[config.mk]
export PLATFORM = sky130hd
export DESIGN_NAME = ultrasonic_sequencer
export DESIGN_NICKNAME = d
export VERILOG_FILES = /design/src/rtl/us_pkg.sv /design/src/rtl/us_echo_timer.sv /design/src/rtl/ultrasonic_sequencer.sv
export SDC_FILE = /design/constraint.sdc
export NUM_CORES = 1
export LEC_CHECK = 0
export CAP_MARGIN = 30
export CORE_UTILIZATION = 30
export CTS_BUF_LIST = sky130_fd_sc_hd__clkbuf_16
export DETAILED_ROUTE_END_ITERATION = 6
export PLACE_DENSITY = 0.45
export SLEW_MARGIN = 5
export SYNTH_ARGS = -nofsm -noshare
export SYNTH_HDL_FRONTEND = slang
export SYNTH_SLANG_ARGS = --single-unit
export TNS_END_PERCENT = 1
[constraint.sdc]
create_clock -name CLKOUTD -period 2.6 [get_ports CLKOUTD]
set_clock_uncertainty 0.15 [all_clocks]
set_input_delay 0.26 -clock CLKOUTD [delete_from_list [all_inputs] [get_ports CLKOUTD]]
set_output_delay 0.26 -clock CLKOUTD [all_outputs]
set_load 0.02 [all_outputs]
[src/rtl/us_pkg.sv]
// rtl/us_pkg.sv - shared state encoding, default parameters and sizing helper
package us_pkg;

    typedef enum logic [2:0] {
        ST_IDLE,
        ST_TRIG,
        ST_WAIT_ECHO,
        ST_MEASURE,
        ST_CLR,
        ST_CALC,
        ST_HOLD
    } us_state_t;

    localparam int DEF_TRIG_CYCLES   = 10;
    localparam int DEF_PRESCALE      = 58;
    localparam int DEF_ECHO_TIMEOUT  = 30000;
    localparam int DEF_PERIOD_CYCLES = 60000;
    localparam int DEF_DIV_TIMEOUT   = 16;

    localparam logic [7:0] COUNT_MAX = 8'hFF;

    // Width of a counter that walks 0..n-1; never narrower than one bit.
    function automatic int cnt_w(input int n);
        return (n <= 2) ? 1 : $clog2(n);
    endfunction

endpackage

[src/rtl/us_echo_timer.sv]
// rtl/us_echo_timer.sv - echo synchronizer, edge detect, prescaler and saturating tick counter
module us_echo_timer
    import us_pkg::*;
#(
    parameter int PRESCALE = DEF_PRESCALE
) (
    input  logic       clk_i,
    input  logic       rst_n_i,
    input  logic       echo_i,
    input  logic       clear_i,
    input  logic       run_i,
    output logic       echo_s_o,
    output logic       echo_rise_o,
    output logic [7:0] count_o,
    output logic       sat_o
);

    localparam int             PW       = cnt_w(PRESCALE);
    localparam logic [PW-1:0]  PRE_LAST = PW'(PRESCALE - 1);

    logic          sync1_q, sync2_q, prev_q;
    logic [PW-1:0] pre_q, pre_d;
    logic [7:0]    count_q, count_d;

    // Only clocks that see the synchronized echo high are counted, so the
    // tick count tracks the echo pulse width regardless of FSM latency.
    always_comb begin
        pre_d   = pre_q;
        count_d = count_q;
        if (clear_i) begin
            pre_d   = '0;
            count_d = '0;
        end else if (run_i && sync2_q) begin
            if (pre_q == PRE_LAST) begin
                pre_d = '0;
                if (count_q != COUNT_MAX) begin
                    count_d = count_q + 8'd1;
                end
            end else begin
                pre_d = pre_q + 1'b1;
            end
        end
    end

    always_ff @(posedge clk_i or negedge rst_n_i) begin
        if (!rst_n_i) begin
            sync1_q <= 1'b0;
            sync2_q <= 1'b0;
            prev_q  <= 1'b0;
            pre_q   <= '0;
            count_q <= '0;
        end else begin
            sync1_q <= echo_i;
            sync2_q <= sync1_q;
            prev_q  <= sync2_q;
            pre_q   <= pre_d;
            count_q <= count_d;
        end
    end

    assign echo_s_o    = sync2_q;
    assign echo_rise_o = sync2_q & ~prev_q;
    assign count_o     = count_q;
    assign sat_o       = (count_q == COUNT_MAX);

endmodule

[src/rtl/ultrasonic_sequencer.sv]
// rtl/ultrasonic_sequencer.sv - ultrasonic ranging sequencer: trigger, echo timing, divider handshake
module ultrasonic_sequencer
    import us_pkg::*;
#(
    parameter int TRIG_CYCLES   = DEF_TRIG_CYCLES,
    parameter int PRESCALE      = DEF_PRESCALE,
    parameter int ECHO_TIMEOUT  = DEF_ECHO_TIMEOUT,
    parameter int PERIOD_CYCLES = DEF_PERIOD_CYCLES,
    parameter int DIV_TIMEOUT   = DEF_DIV_TIMEOUT
) (
    input  logic       CLKOUTD,
    input  logic       reset,
    input  logic       start,
    input  logic       echo,
    output logic       trig,
    output logic       div_clr,
    output logic       calculate,
    output logic [7:0] count,
    input  logic       div_done,
    input  logic [7:0] div_d,
    output logic [7:0] distance,
    output logic       valid,
    output logic       timeout,
    output logic       busy
);

    localparam int            TW     = cnt_w(TRIG_CYCLES);
    localparam int            WW     = cnt_w(ECHO_TIMEOUT);
    localparam int            DW     = cnt_w(DIV_TIMEOUT);
    localparam int            PCW    = cnt_w(PERIOD_CYCLES);
    localparam logic [TW-1:0]  T_LAST = TW'(TRIG_CYCLES - 1);
    localparam logic [WW-1:0]  W_LAST = WW'(ECHO_TIMEOUT - 1);
    localparam logic [DW-1:0]  D_LAST = DW'(DIV_TIMEOUT - 1);
    localparam logic [PCW-1:0] P_LAST = PCW'(PERIOD_CYCLES - 1);

    us_state_t      state_q;
    logic           trig_q, div_clr_q, calc_q, valid_q, timeout_q, busy_q;
    logic [7:0]     dist_q;
    logic [TW-1:0]  tcnt_q;
    logic [WW-1:0]  wcnt_q;
    logic [DW-1:0]  dcnt_q;
    logic [PCW-1:0] pcnt_q;

    logic       echo_s, echo_rise, sat;
    logic [7:0] echo_count;
    logic       timer_clear, timer_run;

    // The rise cycle itself is counted so the tick total matches the pulse width.
    assign timer_clear = (state_q == ST_TRIG);
    assign timer_run   = (state_q == ST_MEASURE) ||
                         ((state_q == ST_WAIT_ECHO) && echo_rise);

    us_echo_timer #(
        .PRESCALE (PRESCALE)
    ) u_echo_timer (
        .clk_i       (CLKOUTD),
        .rst_n_i     (reset),
        .echo_i      (echo),
        .clear_i     (timer_clear),
        .run_i       (timer_run),
        .echo_s_o    (echo_s),
        .echo_rise_o (echo_rise),
        .count_o     (echo_count),
        .sat_o       (sat)
    );

    always_ff @(posedge CLKOUTD or negedge reset) begin
        if (!reset) begin
            state_q   <= ST_IDLE;
            trig_q    <= 1'b0;
            div_clr_q <= 1'b0;
            calc_q    <= 1'b0;
            valid_q   <= 1'b0;
            timeout_q <= 1'b0;
            busy_q    <= 1'b0;
            dist_q    <= '0;
            tcnt_q    <= '0;
            wcnt_q    <= '0;
            dcnt_q    <= '0;
            pcnt_q    <= '0;
        end else begin
            valid_q   <= 1'b0;
            timeout_q <= 1'b0;
            div_clr_q <= 1'b0;
            // Period counter measures time since the last trig rise; restarted on every rise.
            if (pcnt_q != P_LAST) begin
                pcnt_q <= pcnt_q + 1'b1;
            end
            case (state_q)
                ST_IDLE: begin
                    if (start) begin
                        state_q <= ST_TRIG;
                        trig_q  <= 1'b1;
                        busy_q  <= 1'b1;
                        tcnt_q  <= '0;
                        pcnt_q  <= '0;
                    end
                end
                ST_TRIG: begin
                    if (tcnt_q == T_LAST) begin
                        trig_q  <= 1'b0;
                        wcnt_q  <= '0;
                        state_q <= ST_WAIT_ECHO;
                    end else begin
                        tcnt_q <= tcnt_q + 1'b1;
                    end
                end
                ST_WAIT_ECHO: begin
                    if (echo_rise) begin
                        state_q <= ST_MEASURE;
                    end else if (wcnt_q == W_LAST) begin
                        timeout_q <= 1'b1;
                        state_q   <= ST_HOLD;
                    end else begin
                        wcnt_q <= wcnt_q + 1'b1;
                    end
                end
                ST_MEASURE: begin
                    if (!echo_s || sat) begin
                        // A zero count would hang the divider, so it is reported as an abort.
                        if (echo_count == 8'd0) begin
                            timeout_q <= 1'b1;
                            state_q   <= ST_HOLD;
                        end else begin
                            div_clr_q <= 1'b1;
                            state_q   <= ST_CLR;
                        end
                    end
                end
                ST_CLR: begin
                    calc_q  <= 1'b1;
                    dcnt_q  <= '0;
                    state_q <= ST_CALC;
                end
                ST_CALC: begin
                    if (div_done) begin
                        dist_q  <= div_d;
                        valid_q <= 1'b1;
                        calc_q  <= 1'b0;
                        state_q <= ST_HOLD;
                    end else if (dcnt_q == D_LAST) begin
                        timeout_q <= 1'b1;
                        calc_q    <= 1'b0;
                        state_q   <= ST_HOLD;
                    end else begin
                        dcnt_q <= dcnt_q + 1'b1;
                    end
                end
                ST_HOLD: begin
                    if (pcnt_q == P_LAST) begin
                        if (start) begin
                            state_q <= ST_TRIG;
                            trig_q  <= 1'b1;
                            tcnt_q  <= '0;
                            pcnt_q  <= '0;
                        end else begin
                            state_q <= ST_IDLE;
                            busy_q  <= 1'b0;
                        end
                    end
                end
                default: begin
                    state_q <= ST_IDLE;
                    trig_q  <= 1'b0;
                    calc_q  <= 1'b0;
                    busy_q  <= 1'b0;
                end
            endcase
        end
    end

    assign trig      = trig_q;
    assign div_clr   = div_clr_q;
    assign calculate = calc_q;
    assign count     = echo_count;
    assign distance  = dist_q;
    assign valid     = valid_q;
    assign timeout   = timeout_q;
    assign busy      = busy_q;

endmodule
# Word-level counts from Yosys, hierarchy flattened
# Index checks and enable logic that the tools add are counted.
# Widths: inputs -> output; s select.
# classes
add_sub_neg	6
n_eq_ne	26
muxes	56
n_bitwise	5
reduce_logical	25
# ops
cell	n
$mux 16	3
$mux 15	3
$mux 8	4
$pmux 16 s2	1
$pmux 15 s2	1
$mux 3	8
$pmux 3 s7	1
$mux 1	20
$mux 4	5
$mux 6	3
$add 16x1->16 const B	1
$eq 16x16->1 const B	1
$ne 16x16->1 const B	1
$ne 2x2->1 const B	8
$add 15x1->15 const B	1
$eq 15x15->1 const B	1
$pmux 4 s3	1
$reduce_and 3->1	4
$reduce_bool 2->1	5
$reduce_or 5->1	2
$eq 3x3->1 const B	3
$pmux 1 s3	3
$add 4x1->4 const B	2
$add 8x1->8 const B	1
other kinds (25)	35
# totals
register_bits	73
in_bits	13
output_inout_bits	22
wordCells	135

# Longest topological paths before layout
# Gate-level depths: netlist (run 1).
# depth
ltp_word	7
depth_mapped	7
mapped_depth_nobuf	7

# By module
# A second synthesis (run 1) with hierarchy kept.
# hier_totals
cells_unflattened	378
area_unflattened_um2	3806.2
# modules_own_cells
module	n_inst	cells_per_inst	area_per_inst_um2	seq_area_each_um2
ultrasonic_sequencer	1	293	2944.1	1401.3
us_echo_timer	1	85	862.1	425.4

# Least setup slack after synthesis (run 1)
# Ideal clock, no wire load.
# synth_path
path_type	register to register
startpoint	register pcnt_q[0]
endpoint	register pcnt_q[0]
setup_ns	0.119
arrival_ns	1.704
required_ns	2.331
slack_ns	0.627
path_stages_with_launch	8
path_buffers	1
period_less_slack_ns	1.973
cell_sequence	dfrtp_1 -> ha_1 -> and4_1 -> and4_1 -> nand3_1 -> a21oi_2 -> buf_4 -> nor2_1
# synth_between
elab_chain_len	5
word_cells_on_any_way	7
classes_between	add/sub (1); eq/ne (2); mux (4)
# synth_rtl
element	line_no	rtl
from (decl)	ultrasonic_sequencer.sv:42	logic [PCW-1:0] pcnt_q;
from (signal assigned)	ultrasonic_sequencer.sv:87	pcnt_q <= pcnt_q + 1'b1;
$add 16x1->16 or $ne 16x16->1 (tied branches)	ultrasonic_sequencer.sv:87, ultrasonic_sequencer.sv:86	
$mux 16	ultrasonic_sequencer.sv:86	if (pcnt_q != P_LAST) begin
$mux 16	ultrasonic_sequencer.sv:91, ultrasonic_sequencer.sv:151	
$mux 16	ultrasonic_sequencer.sv:150	if (pcnt_q == P_LAST) begin
$pmux 16 s2 (*)	ultrasonic_sequencer.sv:89	case (state_q)
# Every way passes the cells marked *; elsewhere a longest branch is shown, timed or not.
# A chain may end at the register's enable or synchronous reset.

# Final worst setup path (run 1)
# layout_path
startpoint	register pcnt_q[0]
endpoint	register tcnt_q[3]
# layout_between
elab_chain_len	3
# layout_rtl
element	line_no	rtl
$eq 16x16->1	ultrasonic_sequencer.sv:150	
$ne 2x2->1 (no line)	n/a	
$reduce_and 3->1 (no line)	n/a	
to (signal assigned)	ultrasonic_sequencer.sv:105	tcnt_q <= tcnt_q + 1'b1;
to (decl)	ultrasonic_sequencer.sv:39	logic [TW-1:0] tcnt_q;
# Every way passes these cells.

==> impl_metrics.yaml, run 1 <==
synthesis:
  synth_edf_count: 0
  synth_simple_gate_area_share_pct: 26.8
  postSynthRegisterBits: 73
  avgSynthCellArea_sq_um: 9.87
  synth_cell_types: 67
  syn_inst: 395
  synth-xor-area-share_pct: 7.19
  async_reset_ff_share_pct: 100
  yosysSeqAreaShare_pct: 46.9
  synthAdderAreaFrac_pct: 2.89
  synth_compound_area_share_pct: 10.4
  synth_flop_cell: "dfrtp_1"
  ys_warn_count: 0
  synth.area.mux_share_pct: 2.82
  synth_top_area_share_pct: 46.9
  syn-num-nets: 417
  synth_top_area_cell: "dfrtp_1"
  synth_top_family_by_area: "simple AND/OR/NAND/NOR gates"
  synth.most_common_cell: "dfrtp_1"
  synth_commonest_cells: "dfrtp_1, nor2_1, nand2_1"
  synth_area_leaders: "dfrtp_1, xnor2_1, nor2_1"
  synth_area_sq_um: 3900
pwr:
  peakVddDrop_v: 0.000445
  p_per_area_nw_per_um2: 880
  power_leakage_uw: 0.00202
worst_hold_path:
  min_path_type: "input port to flop"
  min_path_cells: 1
  min_to: "u_echo_timer.sync1_q"
  hold_start: "echo"
global_route:
  overflow: 0
  grt_pass1_wl_mm: 14.9
  grt_usage_pct: 14.3
  grt_max_degree: 42
  antenna_found_initial: 0
  first_global_vias: 3038
floorplan:
  die_h_um: 116
  die_w_um: 116
  rows: 41
  dieArea_sq_um: 13500
  start_util_pct: 30.8
  io_pins: 35
  core_area_sq_um: 12700
job:
  drv_cap: 0
place:
  portBuffers: 34
  dp_hpwl_mm: 5.90
  place_congestion: 0.764
  post-place-cells: 597
sta:
  finalMaxSlewViolations: 0
  setup_viol: 0
  fmax_mhz: 459
  tightest_slew_ns: 0.559
  slew_headroom_pct: 62.7
  fin_crit_sh_pct: 83.8
  hold_violations: 0
  min_period_ns: 2.18
  rsz0062_at_grt: "no"
  setup_tns_ns: 0
setup_path:
  reg2reg_setup_slack_ns: 0.42
  r2r-start: "pcnt_q[0]"
  worstPathMaxFanout: 8
  cp-end-kind: "flop"
  regToRegEndpoint: "tcnt_q[3]"
  cp_data_required_time_ns: 2.68
  ff2ff_path_depth: 7
  crit_type: "flop to flop"
  critPathArrivalTime_ns: 2.25
  worstSetupStartpointType: "flop"
detailed_routing:
  met1_length_mm: 4.11
  wire_per_inst_um: 13.7
  drc: 0
  top_layer: "met4"
  dr.pass1.iters: 4
  dr_total_vias: 2984
  viasPerCell: 4.86
  routed_wl_mm: 8.39
  ant_nets: 0
  wl_met3_um: 243
  drtIter0Drc: 68
  wl_met2_mm: 3.87
cts:
  cts_tree: "built"
  cts_sinks: 73
  numCtsBuffers: 9
  clk_pin_slew_ns: 0.06
  insertion_delay_ns: 0.34
  postCtsSetupRepairBufs: 0
  cts_resized: 0
  cts_root_buffer: "clkbuf_16"
  cts_max_level: 3
  max-clock-path-buffers: 2
  cts_hold_buf: 1
run_status:
  outcome: "complete, no violations"
finish:
  n_antenna_cell: 0
  multi_input_area_sq_um: 1950
  fin_cells: 614
  fillers: 1298
  drive_gt1_share_pct: 12.9
  ff_latch_area_sq_um: 1830
  area_delta_synth_final_pct: 22.9
  final_nets: 459
  finish.utilization_pct: 37.8
-- worst max-delay path by stage --
stage | to | slack [ns] | startpoint
after floorplan | pcnt_q[0] | 0.63 | pcnt_q[0]
after global placement | tcnt_q[3] | 0.46 | pcnt_q[0]
after detailed placement | tcnt_q[3] | 0.43 | pcnt_q[0]
after CTS | tcnt_q[3] | 0.40 | pcnt_q[0]
after global routing | wcnt_q[13] | 0.24 | state_q[1]
final | tcnt_q[3] | 0.42 | pcnt_q[0]
-- critical path: stages, from the launching register on --
cell and delay (ns):
dfrtp_1 0.40, ha_1 0.24, and4_1 0.28, and4_1 0.33
nand3_1 0.13, a21oi_2 0.21, buf_4 0.17, o21ba_1 0.15
-- state kept, by name, indices dropped and copies added, names as in the netlist --
name and flops:
pcnt_q 16, wcnt_q 15, distance 8, u_echo_timer.count_o 8
u_echo_timer.pre_q 6, dcnt_q 4, tcnt_q 4, state_q 3
busy 1, calculate 1, div_clr 1, timeout 1
trig 1, u_echo_timer.echo_s_o 1, u_echo_timer.prev_q 1, u_echo_timer.sync1_q 1
valid 1
-- cell type report --
| class | count | share of cell area, % |
|---|---|---|
| inverter | 13 | 1.02 |
| clock inverter | 7 | 1.80 |
| tap | 172 | 4.49 |
| timing repair buffer | 45 | 9.09 |
| multi-input combinational | 295 | 40.8 |
| clock buffer | 9 | 4.70 |
| sequential | 73 | 38.1 |
-- placed cells by master (no fill, tap or decap), types with 11 or more instances in the layout --
master,instances
dfrtp_1,73
nor2_1,45
nand2_1,34
clkdlybuf4s50_1,33
nand3_1,21
xnor2_1,21
nor3_1,16
a21oi_1,16
inv_1,14
nand4_1,11
xor2_1,11
-- logic make-up after synthesis --
| group | count (synthesis) |
|---|---|
| flops | 73 |
| compound gates | 60 |
| xor+xnor | 32 |
| buf+inv | 27 |
| simple gates | 184 |
| fa+ha+maj | 9 |
| mux | 10 |
-- power breakdown --
group	switching (uW)	total, uW	internal, uW
combinational	654	1240	586
sequential	301	1680	1370
clock	470	1300	830
total	1420	4220	2790
-- through the flow --
| step | hold WS (ns) | total power [uW] | setup slack (ns) | cell area [sq um] |
|---|---|---|---|---|
| final | 0.221 | 4220 | 0.422 | 4790 |
| after global routing | 0.205 | 4520 | 0.243 | 4790 |
| after detailed placement | 0.100 | 2940 | 0.432 | 4470 |
| after floorplan | -0.186 | 2510 | 0.627 | 3900 |
| after global placement | 0.0938 | 2930 | 0.464 | 4470 |
| after CTS | 0.205 | 4290 | 0.403 | 4790 |
-- routing by layer --
metal	vias to the layer above	global-route usage (%)
met2	36	22.6
met1	1445	18.5
met3	12	3.24
met5	-	0
li1	1491	-
met4	0	6.67
Note: power is estimated with default switching activity, not from simulation.
==> run 2: changes to the inputs <==
--- a/config.mk
+++ b/config.mk
@@ -9,7 +9,7 @@
 export CORE_UTILIZATION = 30
 export CTS_BUF_LIST = sky130_fd_sc_hd__clkbuf_16
 export DETAILED_ROUTE_END_ITERATION = 6
-export PLACE_DENSITY = 0.45
+export PLACE_DENSITY = 0.47
 export SLEW_MARGIN = 5
 export SYNTH_ARGS = -nofsm -noshare
 export SYNTH_HDL_FRONTEND = slang
==> constraint.sdc (replaced) <==
create_clock -name CLKOUTD -period 2 [get_ports CLKOUTD]
set_clock_uncertainty 0.15 [all_clocks]
set_input_delay 0.2 -clock CLKOUTD [delete_from_list [all_inputs] [get_ports CLKOUTD]]
set_output_delay 0.2 -clock CLKOUTD [all_outputs]
set_load 0.02 [all_outputs]
==> run 2 against run 1 <==
Effect of this change:
- hold slack worse by 0.070 ns
- global-route usage up 0.66 points
- via count up 5.7%
- sequential share of layout area down 2.4 points
- core utilization up 2.6 points
- fmax up 12%
- non-clock buffer count up 36
- critical path type unchanged
==> impl_metrics.yaml, run 2 (synthesis gave the netlist of run 1 again) <==
sta:
  setup_slack_ns: 0.0536
  tightest_slew_ns: 0.460
  setup_viol: 0
  rsz0062_at_grt: "yes"
  hold_violations: 0
  min_period_ns: 1.95
  whs_ns: 0.151
  fmax_mhz: 514
  finalMaxSlewViolations: 0
  fin_crit_sh_pct: 97.3
  slew_headroom_pct: 69.3
finish:
  top_regs: "pcnt_q (16), wcnt_q (15)"
  largest_register_ffs: 16
  finish.utilization_pct: 40.4
  final_nets: 495
  mostFrequentLayoutCells: "dfrtp_1, nor2_1, buf_4"
  n_antenna_cell: 0
  stdcell_area_sq_um: 5120
  area_delta_synth_final_pct: 31.3
  regMostFlops: "pcnt_q"
  fillers: 1278
  layout_commonest_cell: "dfrtp_1"
  drive_gt1_share_pct: 20.1
floorplan:
  start_util_pct: 30.8
  die_w_um: 116
  rows: 41
  core_area_sq_um: 12700
  die_h_um: 116
  dieArea_sq_um: 13500
  io_pins: 35
run_status:
  outcome: "complete, no violations"
pwr:
  p_total_uw: 5880
  p_per_area_nw_per_um2: 1150
  power_leakage_uw: 0.00223
  peakVddDrop_v: 0.000639
cts:
  max-clock-path-buffers: 2
  insertion_delay_ns: 0.34
  cts_root_buffer: "clkbuf_16"
  clk_pin_slew_ns: 0.06
  cts_max_level: 3
  numCtsBuffers: 9
  cts_tree: "built"
  cts_sinks: 73
place:
  dp_slack_ns: -0.0318
  place_congestion: 0.798
  dp_hpwl_mm: 6.38
  dpl_cell_area_sq_um: 4730
  portBuffers: 34
setup_path:
  critPathArrivalTime_ns: 2.04
  cp-end-kind: "flop"
  regToRegEndpoint: "wcnt_q[3]"
  worstPathMaxFanout: 4
  worstSetupStartpointType: "flop"
  crit_type: "flop to flop"
  reg2reg_setup_slack_ns: 0.05
  cp_data_required_time_ns: 2.10
  ff2ff_path_depth: 5
  r2r-start: "wcnt_q[6]"
global_route:
  first_global_vias: 3163
  grt_usage_pct: 14.9
  antenna_found_initial: 0
  grt_pass1_wl_mm: 15.4
  grt_max_degree: 41
  overflow: 0
detailed_routing:
  wire_per_inst_um: 13.6
  dr_total_vias: 3155
  ant_nets: 0
  viasPerCell: 4.85
  routed_wl_mm: 8.84
  drc: 0
  drtIter0Drc: 122
  dr.pass1.iters: 4
worst_hold_path:
  min_to: "u_echo_timer.sync1_q"
  hold_start: "echo"
  min_path_type: "input port to flop"
  min_path_cells: 1
job:
  drv_cap: 0
[run 2: how the worst max path moves through the flow]
stage                       to               startpoint
floorplan            pcnt_q[0]                pcnt_q[0]
global placement       div_clr  u_echo_timer.count_o[0]
detailed placement     div_clr  u_echo_timer.count_o[0]
CTS                  wcnt_q[6]                wcnt_q[0]
global route        state_q[1]  u_echo_timer.count_o[5]
finish               wcnt_q[3]                wcnt_q[6]
[run 2: metrics by stage]
stage | std cells | setup TNS [ns]
after floorplan | 395 | 0
after global placement | 632 | -0.0984
after detailed placement | 632 | -0.0318
after CTS | 649 | 0
after global routing | 650 | -0.288
final | 650 | 0
[run 2: repair_timing]
action	CTS	global route
pin swaps	0	0
hold buffers	1	0
endpoints found under the setup margin	1	36
buffers inserted	0	1
endpoints found under the hold margin	33	0
gates resized for setup	1	8
[run 2: power breakdown]
| part | leakage [uW] | total, uW | internal, uW | switching (uW) |
|---|---|---|---|---|
| Clock | 0.000164 | 1830 | 1210 | 627 |
| Combinational | 0.00110 | 1990 | 936 | 1050 |
| Sequential | 0.000965 | 2050 | 1790 | 265 |
[run 2: final cells by class]
type | count | area (sq um) | area share [%]
flip-flops and latches | 73 | 1830 | 35.7
well taps | 172 | 215 | 4.20
repair buffers | 81 | 709 | 13.9
clock buffers | 9 | 225 | 4.40
inverters | 13 | 48.8 | 0.953
multi-input cells | 295 | 1980 | 38.7
clock inverters | 7 | 110 | 2.15
[run 2: layer usage]
| metal | routed length, um | GRT usage, % | vias up |
|---|---|---|---|
| met5 | 0 | 0 | - |
| met4 | 167 | 7.01 | 0 |
| met3 | 248 | 3.82 | 13 |
| met2 | 4250 | 23.5 | 44 |
| met1 | 4170 | 19.2 | 1536 |
| li1 | - | - | 1562 |
[run 2: critical path: stages (launching register included)]
cell and delay, ns:
dfrtp_1 0.37, or3_4 0.41, or4_4 0.56, a21oi_4 0.20
o21ai_1 0.09, o31ai_1 0.07
==> run 3: changes to the inputs <==
--- a/config.mk
+++ b/config.mk
@@ -9,6 +9,7 @@
 export CORE_UTILIZATION = 30
 export CTS_BUF_LIST = sky130_fd_sc_hd__clkbuf_16
 export DETAILED_ROUTE_END_ITERATION = 6
+export GPL_TIMING_DRIVEN = 1
 export PLACE_DENSITY = 0.47
 export SLEW_MARGIN = 5
 export SYNTH_ARGS = -nofsm -noshare
==> results of run 3 <==
Final layout, timing and power as in run 2 (identical DEF).
